<file path="src/rtl/hls_run_controller.sv">
// Host-command sequencer for a Bambu `main` accelerator. It preloads and reads back slave memory and times start->done runs.
// Optional run watchdog with TIMEOUT response and DRAIN window: define HLS_RUN_CTRL_TIMEOUT_EN.
module hls_run_controller #(
  parameter int ADDR_W     = 7,
  parameter int DATA_W     = 8,
  parameter int SIZE_W     = 4,
  parameter int MAX_CYCLES = 200000000
) (
  input  logic                  clock,
  input  logic                  reset,
  input  logic                  cmd_valid,
  output logic                  cmd_ready,
  input  logic [1:0]            cmd_op,
  input  logic [ADDR_W-1:0]     cmd_addr,
  input  logic [DATA_W-1:0]     cmd_data,
  output logic                  rsp_valid,
  input  logic                  rsp_ready,
  output logic [1:0]            rsp_status,
  output logic [31:0]           rsp_data,
  output logic                  start_port,
  input  logic                  done_port,
  output logic [1:0]            S_oe_ram,
  output logic [1:0]            S_we_ram,
  output logic [2*ADDR_W-1:0]   S_addr_ram,
  output logic [2*DATA_W-1:0]   S_Wdata_ram,
  output logic [2*SIZE_W-1:0]   S_data_ram_size,
  input  logic [2*DATA_W-1:0]   Sout_Rdata_ram,
  input  logic [1:0]            Sout_DataRdy
);

  typedef enum logic [2:0] {
    IDLE  = 3'd0,
    SACC  = 3'd1,
    RUN   = 3'd2,
    RESP  = 3'd3,
    DRAIN = 3'd4
  } state_t;

  localparam logic [1:0] OP_WRITE   = 2'b00;
  localparam logic [1:0] OP_READ    = 2'b01;
  localparam logic [1:0] OP_RUN     = 2'b10;
  localparam logic [1:0] ST_OK      = 2'b00;
  localparam logic [1:0] ST_TIMEOUT = 2'b01;
  localparam logic [1:0] ST_BADOP   = 2'b10;

`ifdef HLS_RUN_CTRL_TIMEOUT_EN
  localparam logic LP_TO_EN = 1'b1;
`else
  localparam logic LP_TO_EN = 1'b0;
`endif

  localparam logic [31:0] LP_MAX = 32'(MAX_CYCLES);

  state_t              r_state;
  state_t              w_next;
  logic [1:0]          r_op;
  logic [ADDR_W-1:0]   r_addr;
  logic [DATA_W-1:0]   r_wdat;
  logic [31:0]         r_cnt;
  logic [1:0]          r_rsp_status;
  logic [31:0]         r_rsp_data;
  logic                r_start;
  logic                r_timed_out;
  logic [3:0]          r_drain_cnt;

  logic                w_acc_done;
  logic                w_limit;
  logic                w_unused;

  assign w_acc_done = Sout_DataRdy[0];
  // Watchdog compare is constant-false unless the timeout feature is built in.
  assign w_limit    = LP_TO_EN && (r_cnt == LP_MAX);
  assign w_unused   = ^{Sout_DataRdy[1], Sout_Rdata_ram[2*DATA_W-1:DATA_W]};

  always_ff @(posedge clock or negedge reset) begin
    if (!reset) begin
      r_state <= IDLE;
    end else begin
      r_state <= w_next;
    end
  end

  always_comb begin
    w_next          = r_state;
    cmd_ready       = 1'b0;
    rsp_valid       = 1'b0;
    rsp_status      = 2'b00;
    rsp_data        = 32'd0;
    start_port      = 1'b0;
    S_oe_ram        = 2'b00;
    S_we_ram        = 2'b00;
    S_addr_ram      = '0;
    S_Wdata_ram     = '0;
    S_data_ram_size = '0;

    case (r_state)
      IDLE: begin
        cmd_ready = 1'b1;
        if (cmd_valid) begin
          case (cmd_op)
            OP_WRITE, OP_READ: w_next = SACC;
            OP_RUN:            w_next = RUN;
            default:           w_next = RESP;
          endcase
        end
      end

      SACC: begin
        S_we_ram[0]     = (r_op == OP_WRITE);
        S_oe_ram[0]     = (r_op == OP_READ);
        S_addr_ram      = {{ADDR_W{1'b0}}, r_addr};
        S_Wdata_ram     = {{DATA_W{1'b0}}, (r_op == OP_WRITE) ? r_wdat : {DATA_W{1'b0}}};
        S_data_ram_size = {{SIZE_W{1'b0}}, SIZE_W'(8)};
        if (w_acc_done) begin
          w_next = RESP;
        end
      end

      RUN: begin
        start_port = r_start;
        if (done_port || w_limit) begin
          w_next = RESP;
        end
      end

      RESP: begin
        rsp_valid  = 1'b1;
        rsp_status = r_rsp_status;
        rsp_data   = r_rsp_data;
        if (rsp_ready) begin
          w_next = r_timed_out ? DRAIN : IDLE;
        end
      end

      DRAIN: begin
        // Swallow the late done of a timed-out run so the next RUN starts clean.
        if (done_port || (r_drain_cnt == 4'hF)) begin
          w_next = IDLE;
        end
      end

      default: w_next = IDLE;
    endcase
  end

  always_ff @(posedge clock or negedge reset) begin
    if (!reset) begin
      r_op         <= 2'b00;
      r_addr       <= '0;
      r_wdat       <= '0;
      r_cnt        <= 32'd0;
      r_rsp_status <= 2'b00;
      r_rsp_data   <= 32'd0;
      r_start      <= 1'b0;
      r_timed_out  <= 1'b0;
      r_drain_cnt  <= 4'd0;
    end else begin
      case (r_state)
        IDLE: begin
          if (cmd_valid) begin
            r_op        <= cmd_op;
            r_addr      <= cmd_addr;
            r_wdat      <= cmd_data;
            r_timed_out <= 1'b0;
            if (cmd_op == OP_RUN) begin
              r_start <= 1'b1;
              r_cnt   <= 32'd1;
            end else if (cmd_op != OP_WRITE && cmd_op != OP_READ) begin
              r_rsp_status <= ST_BADOP;
              r_rsp_data   <= 32'd0;
            end
          end
        end

        SACC: begin
          if (w_acc_done) begin
            r_rsp_status <= ST_OK;
            r_rsp_data   <= (r_op == OP_READ)
                            ? {{(32-DATA_W){1'b0}}, Sout_Rdata_ram[DATA_W-1:0]}
                            : 32'd0;
          end
        end

        RUN: begin
          r_start <= 1'b0;
          if (r_cnt != 32'hFFFF_FFFF) begin
            r_cnt <= r_cnt + 32'd1;
          end
          if (done_port) begin
            r_rsp_status <= ST_OK;
            r_rsp_data   <= r_cnt;
          end else if (w_limit) begin
            r_rsp_status <= ST_TIMEOUT;
            r_rsp_data   <= LP_MAX;
            r_timed_out  <= 1'b1;
          end
        end

        RESP: begin
          r_drain_cnt <= 4'd0;
        end

        DRAIN: begin
          r_drain_cnt <= r_drain_cnt + 4'd1;
        end

        default: begin
          r_drain_cnt <= 4'd0;
        end
      endcase
    end
  end

endmodule

</file>
<file path="config.mk">
export PLATFORM = sky130hd
export DESIGN_NAME = hls_run_controller
export DESIGN_NICKNAME = d
export VERILOG_FILES = /design/src/rtl/hls_run_controller.sv
export SDC_FILE = /design/constraint.sdc
export NUM_CORES = 1
export LEC_CHECK = 0
export ABC_CLOCK_PERIOD_IN_PS = 5300
export CORE_AREA = 5 5 143 145
export DETAILED_ROUTE_END_ITERATION = 6
export DIE_AREA = 0 0 148 150
export PLACE_DENSITY_LB_ADDON = 0.25
export SLEW_MARGIN = 20
export SYNTH_ARGS = -nofsm -noshare
export SYNTH_HDL_FRONTEND = slang
export SYNTH_SLANG_ARGS = --single-unit
</file>
<file path="constraint.sdc">
create_clock -name clock -period 5.3 [get_ports clock]
set_input_delay 1.06 -clock clock [delete_from_list [all_inputs] [get_ports clock]]
set_output_delay 1.06 -clock clock [all_outputs]
set_load 0.05 [all_outputs]
</file>
==> metrics.md <==
| Metric | Value |
|---|---|
| Share of the synthesized area in the top cell type | `45.7%` |
| Skew-Pair Late Insertion Delay | `0.34 ns` |
| Final Cycle Share | `75.0%` |
| Wire length on met3 | `396 um` |
| Post-CTS Setup Inserts | `0` |
| DP HPWL | `8740 um` |
| Post-cts sizing count | `0` |
| First-pass GRT wire length | `20,100 um` |
| # DRC | `0` |
| Tot Pwr | `2.63 mW` |
| Hold WC Path Type | `flip-flop to flip-flop` |
| CP Class | `flip-flop to primary output` |
| Leakage | `2.39 nW` |
| Most common cell in the netlist | `dfrtp_1` |
| Row count | `51` |
| RSZ-0062 raised after global routing | `no` |
| Total GRT Usage | `11.2%` |
| Maximum clock frequency | `252 MHz` |
| Area grow syn2layout | `27.4%` |
| Worst-case clock skew | `0.00584 ns` |
| FILL cells | `1,933` |
| WP data arrival | `2.92 ns` |
| Number of synthesized flops with an enable pin | `0` |
| Vias in the first global route | `3,776` |
| Sequential cell area | `2130 sq um` |
| Routed wire length | `12,200 um` |
| Multi-input gate area | `2270 sq um` |
| Final non-filler cell total | `819` |
| Reg clk slew, reported paths | `0.06 ns` |
| Initial Utilization | `24.4%` |
| M1 WL | `5250 um` |
| Status | `finished clean` |
| Final Max Tran Viols | `0` |
| Worst Tran Pin Value | `1.04 ns` |
| Pwr per Cell Area | `443 nW/um^2` |
| Wirelength per Cell | `14.9 um` |
| Final worst slack | `1.32 ns` |
| Metal2 WL | `6390 um` |
| Final GP Congestion | `0.784` |
| Seq/Total Area, Yosys | `45.7%` |
| Main synth FF type | `dfrtp_1` |
| CTS sink cnt | `85` |
| Ys async rst share | `100%` |
| CTS H-tree lvls | `3` |
| Initial antenna violation count | `0` |
| Die height | `150 um` |
| Buf/Inv on CP | `2` |
| Top cells by count, synth | `85 x dfrtp_1, 77 x nand2_1, 51 x and2_1, 27 x o21ai_0, 26 x buf_4` |
| TNS Setup | `0 ns` |
| Crit. End Element | `primary output` |
| Drt pass-1 iters | `5` |
| Largest net degree at the start of global routing | `67` |
| Clock root buffer | `clkbuf_16` |
| Final count of hold timing violations | `0` |
| Post-route ant nets | `0` |
| Worst path required time | `4.24 ns` |
| Setup WS pre-CTS | `1.61 ns` |
| Crit path cell chain | `inv_1 -> ha_1 -> nor3b_1 -> and2_1 -> clkdlybuf4s50_1` |
| Syn avg cell area | `9.19 sq um` |
| Layout cells sized above 1 | `7.92%` |
| Dpl cells | `803` |
| Crit path max fanout | `11` |
| Worst VDD drop | `0.256 mV` |
| Die footprint | `22,200 sq um` |
| Post-Synthesis Cell Area | `4660 sq um` |
| Slew HR | `30.5%` |
| # diodes | `0` |
| Largest cells by area after synthesis | `dfrtp_1 46%, and2_1 6.9%, nand2_1 6.2%, buf_4 4.2%, mux2_2 4.1%` |
| CTS Hold Buffers Added | `0` |
| Die X | `148 um` |
| DR iter-0 viols | `186` |
| Synthesis-stage register bit count | `85` |
| Hold_ws | `0.468 ns` |
| Critical Path Max Stage Delay | `0.81 ns` |
| Finish-stage setup viols | `0` |
| GRT overflow | `0` |
| PortBufs | `84` |
| Fin nets | `622` |
| Via Count | `3,776` |
| CTS tree | `built` |
| Worst path slowest cell | `clkdlybuf4s50_1` |
| Final Core Density | `31.1%` |
| Yosys warns | `0` |
| Final min period | `3.98 ns` |
| Post-DP Area | `5640 sq um` |
| Max layer used | `met4` |
| Vias per inst | `4.61` |
| Cell count after synthesis | `507` |
| Worst reg-to-reg setup slack | `1.83 ns` |
| CP startpoint kind | `flip-flop` |
| Num CTS Buffers | `9` |
| CP delay by family, top | `buffers and inverters` |
| Distinct cells, synth | `51` |
| Design Area, Final | `5930 sq um` |
| Clock Path Buffers | `2` |
| Core area | `19,100 sq um` |
| Cell accounting for the most synthesized area | `dfrtp_1` |
| Maxcap violations | `0` |
| # IOs | `119` |
-- flip-flops by register name (all words and copies together), names as in the netlist --
name,cells
r_addr,7
r_cnt,32
r_op,2
r_rsp_data,32
r_rsp_status,1
r_start,1
r_state,2
r_wdat,8
-- layout make-up --
| type | count | area share [%] |
|---|---|---|
| multi-input cells | 380 | 38.3 |
| flip-flops and latches | 85 | 35.8 |
| repair buffers | 89 | 15.2 |
| well taps | 238 | 5.02 |
| clock buffers | 12 | 4.15 |
| clock inverters | 4 | 0.801 |
| inverters | 11 | 0.696 |
-- path summary, 6_finish.rpt --
path                                  endpoint  depth (start not counted)            from
worst max-delay path            S_Wdata_ram[6]                          5      r_state[1]
worst min-delay path            r_rsp_data[30]                          2  r_rsp_data[30]
worst max register to register       r_cnt[22]                          9      r_state[0]
worst min register to register  r_rsp_data[30]                          2  r_rsp_data[30]
max in group asynchronous       r_rsp_data[22]                          2           reset
min in group asynchronous        r_rsp_data[2]                          1           reset
-- where the power goes --
group / internal (mW) / switching (mW) / leakage (nW) / total, mW
Sequential: 0.769 / 0.0843 / 1.14 / 0.854
Clock: 0.377 / 0.255 / 0.143 / 0.632
Combinational: 0.354 / 0.787 / 1.11 / 1.14
Total: 1.50 / 1.13 / 2.39 / 2.63
-- worst min-delay path, stage by stage (launching register included) --
cell	delay [ns]
dfrtp_1	0.33
nand2_1	0.04
o21ai_0	0.05
-- cells by family after synthesis --
kind of cell / share of synthesized area (%)
adders and majority gates: 1.61
AOI/OAI and AO/OA: 17.8
buffers and inverters: 7.58
other: 0.0805
muxes: 4.33
DFF: 45.7
and+or+nand+nor: 23.0
-- routing by layer --
| metal | global-route usage [%] | up-vias |
|---|---|---|
| met5 | 0 | - |
| met4 | 4.11 | 0 |
| met3 | 1.97 | 10 |
| met2 | 19.4 | 76 |
| met1 | 13.9 | 1818 |
| li1 | - | 1872 |
-- cell usage in the layout, fill, tap and decap left out, types with 3 or more instances in the layout --
| cell type | synthesis | final |
|---|---|---|
| clkdlybuf4s50_1 | 0 | 83 |
| o31ai_1 | 14 | 14 |
| clkbuf_16 | 0 | 9 |
| nand4_1 | 7 | 7 |
| or4_1 | 3 | 3 |
| a22oi_1 | 8 | 8 |
| mux2_2 | 17 | 17 |
| o21ai_1 | 24 | 24 |
| buf_4 | 26 | 3 |
| conb_1 | 1 | 25 |
| or3_1 | 4 | 4 |
| nand2_1 | 77 | 77 |
| nand3_1 | 12 | 12 |
| and2_1 | 51 | 51 |
| a22o_1 | 9 | 9 |
| and4_1 | 3 | 3 |
| ha_1 | 6 | 5 |
| a31oi_1 | 5 | 5 |
| o21ai_0 | 27 | 27 |
| dfrtp_1 | 85 | 85 |
| a21oi_1 | 19 | 19 |
| nor3_1 | 6 | 6 |
| and3_1 | 5 | 5 |
| o41ai_1 | 3 | 3 |
| nor4_1 | 3 | 3 |
| nand2b_1 | 4 | 4 |
| nor2_1 | 17 | 17 |
| inv_1 | 10 | 10 |
(Power assumes the default switching activity.)
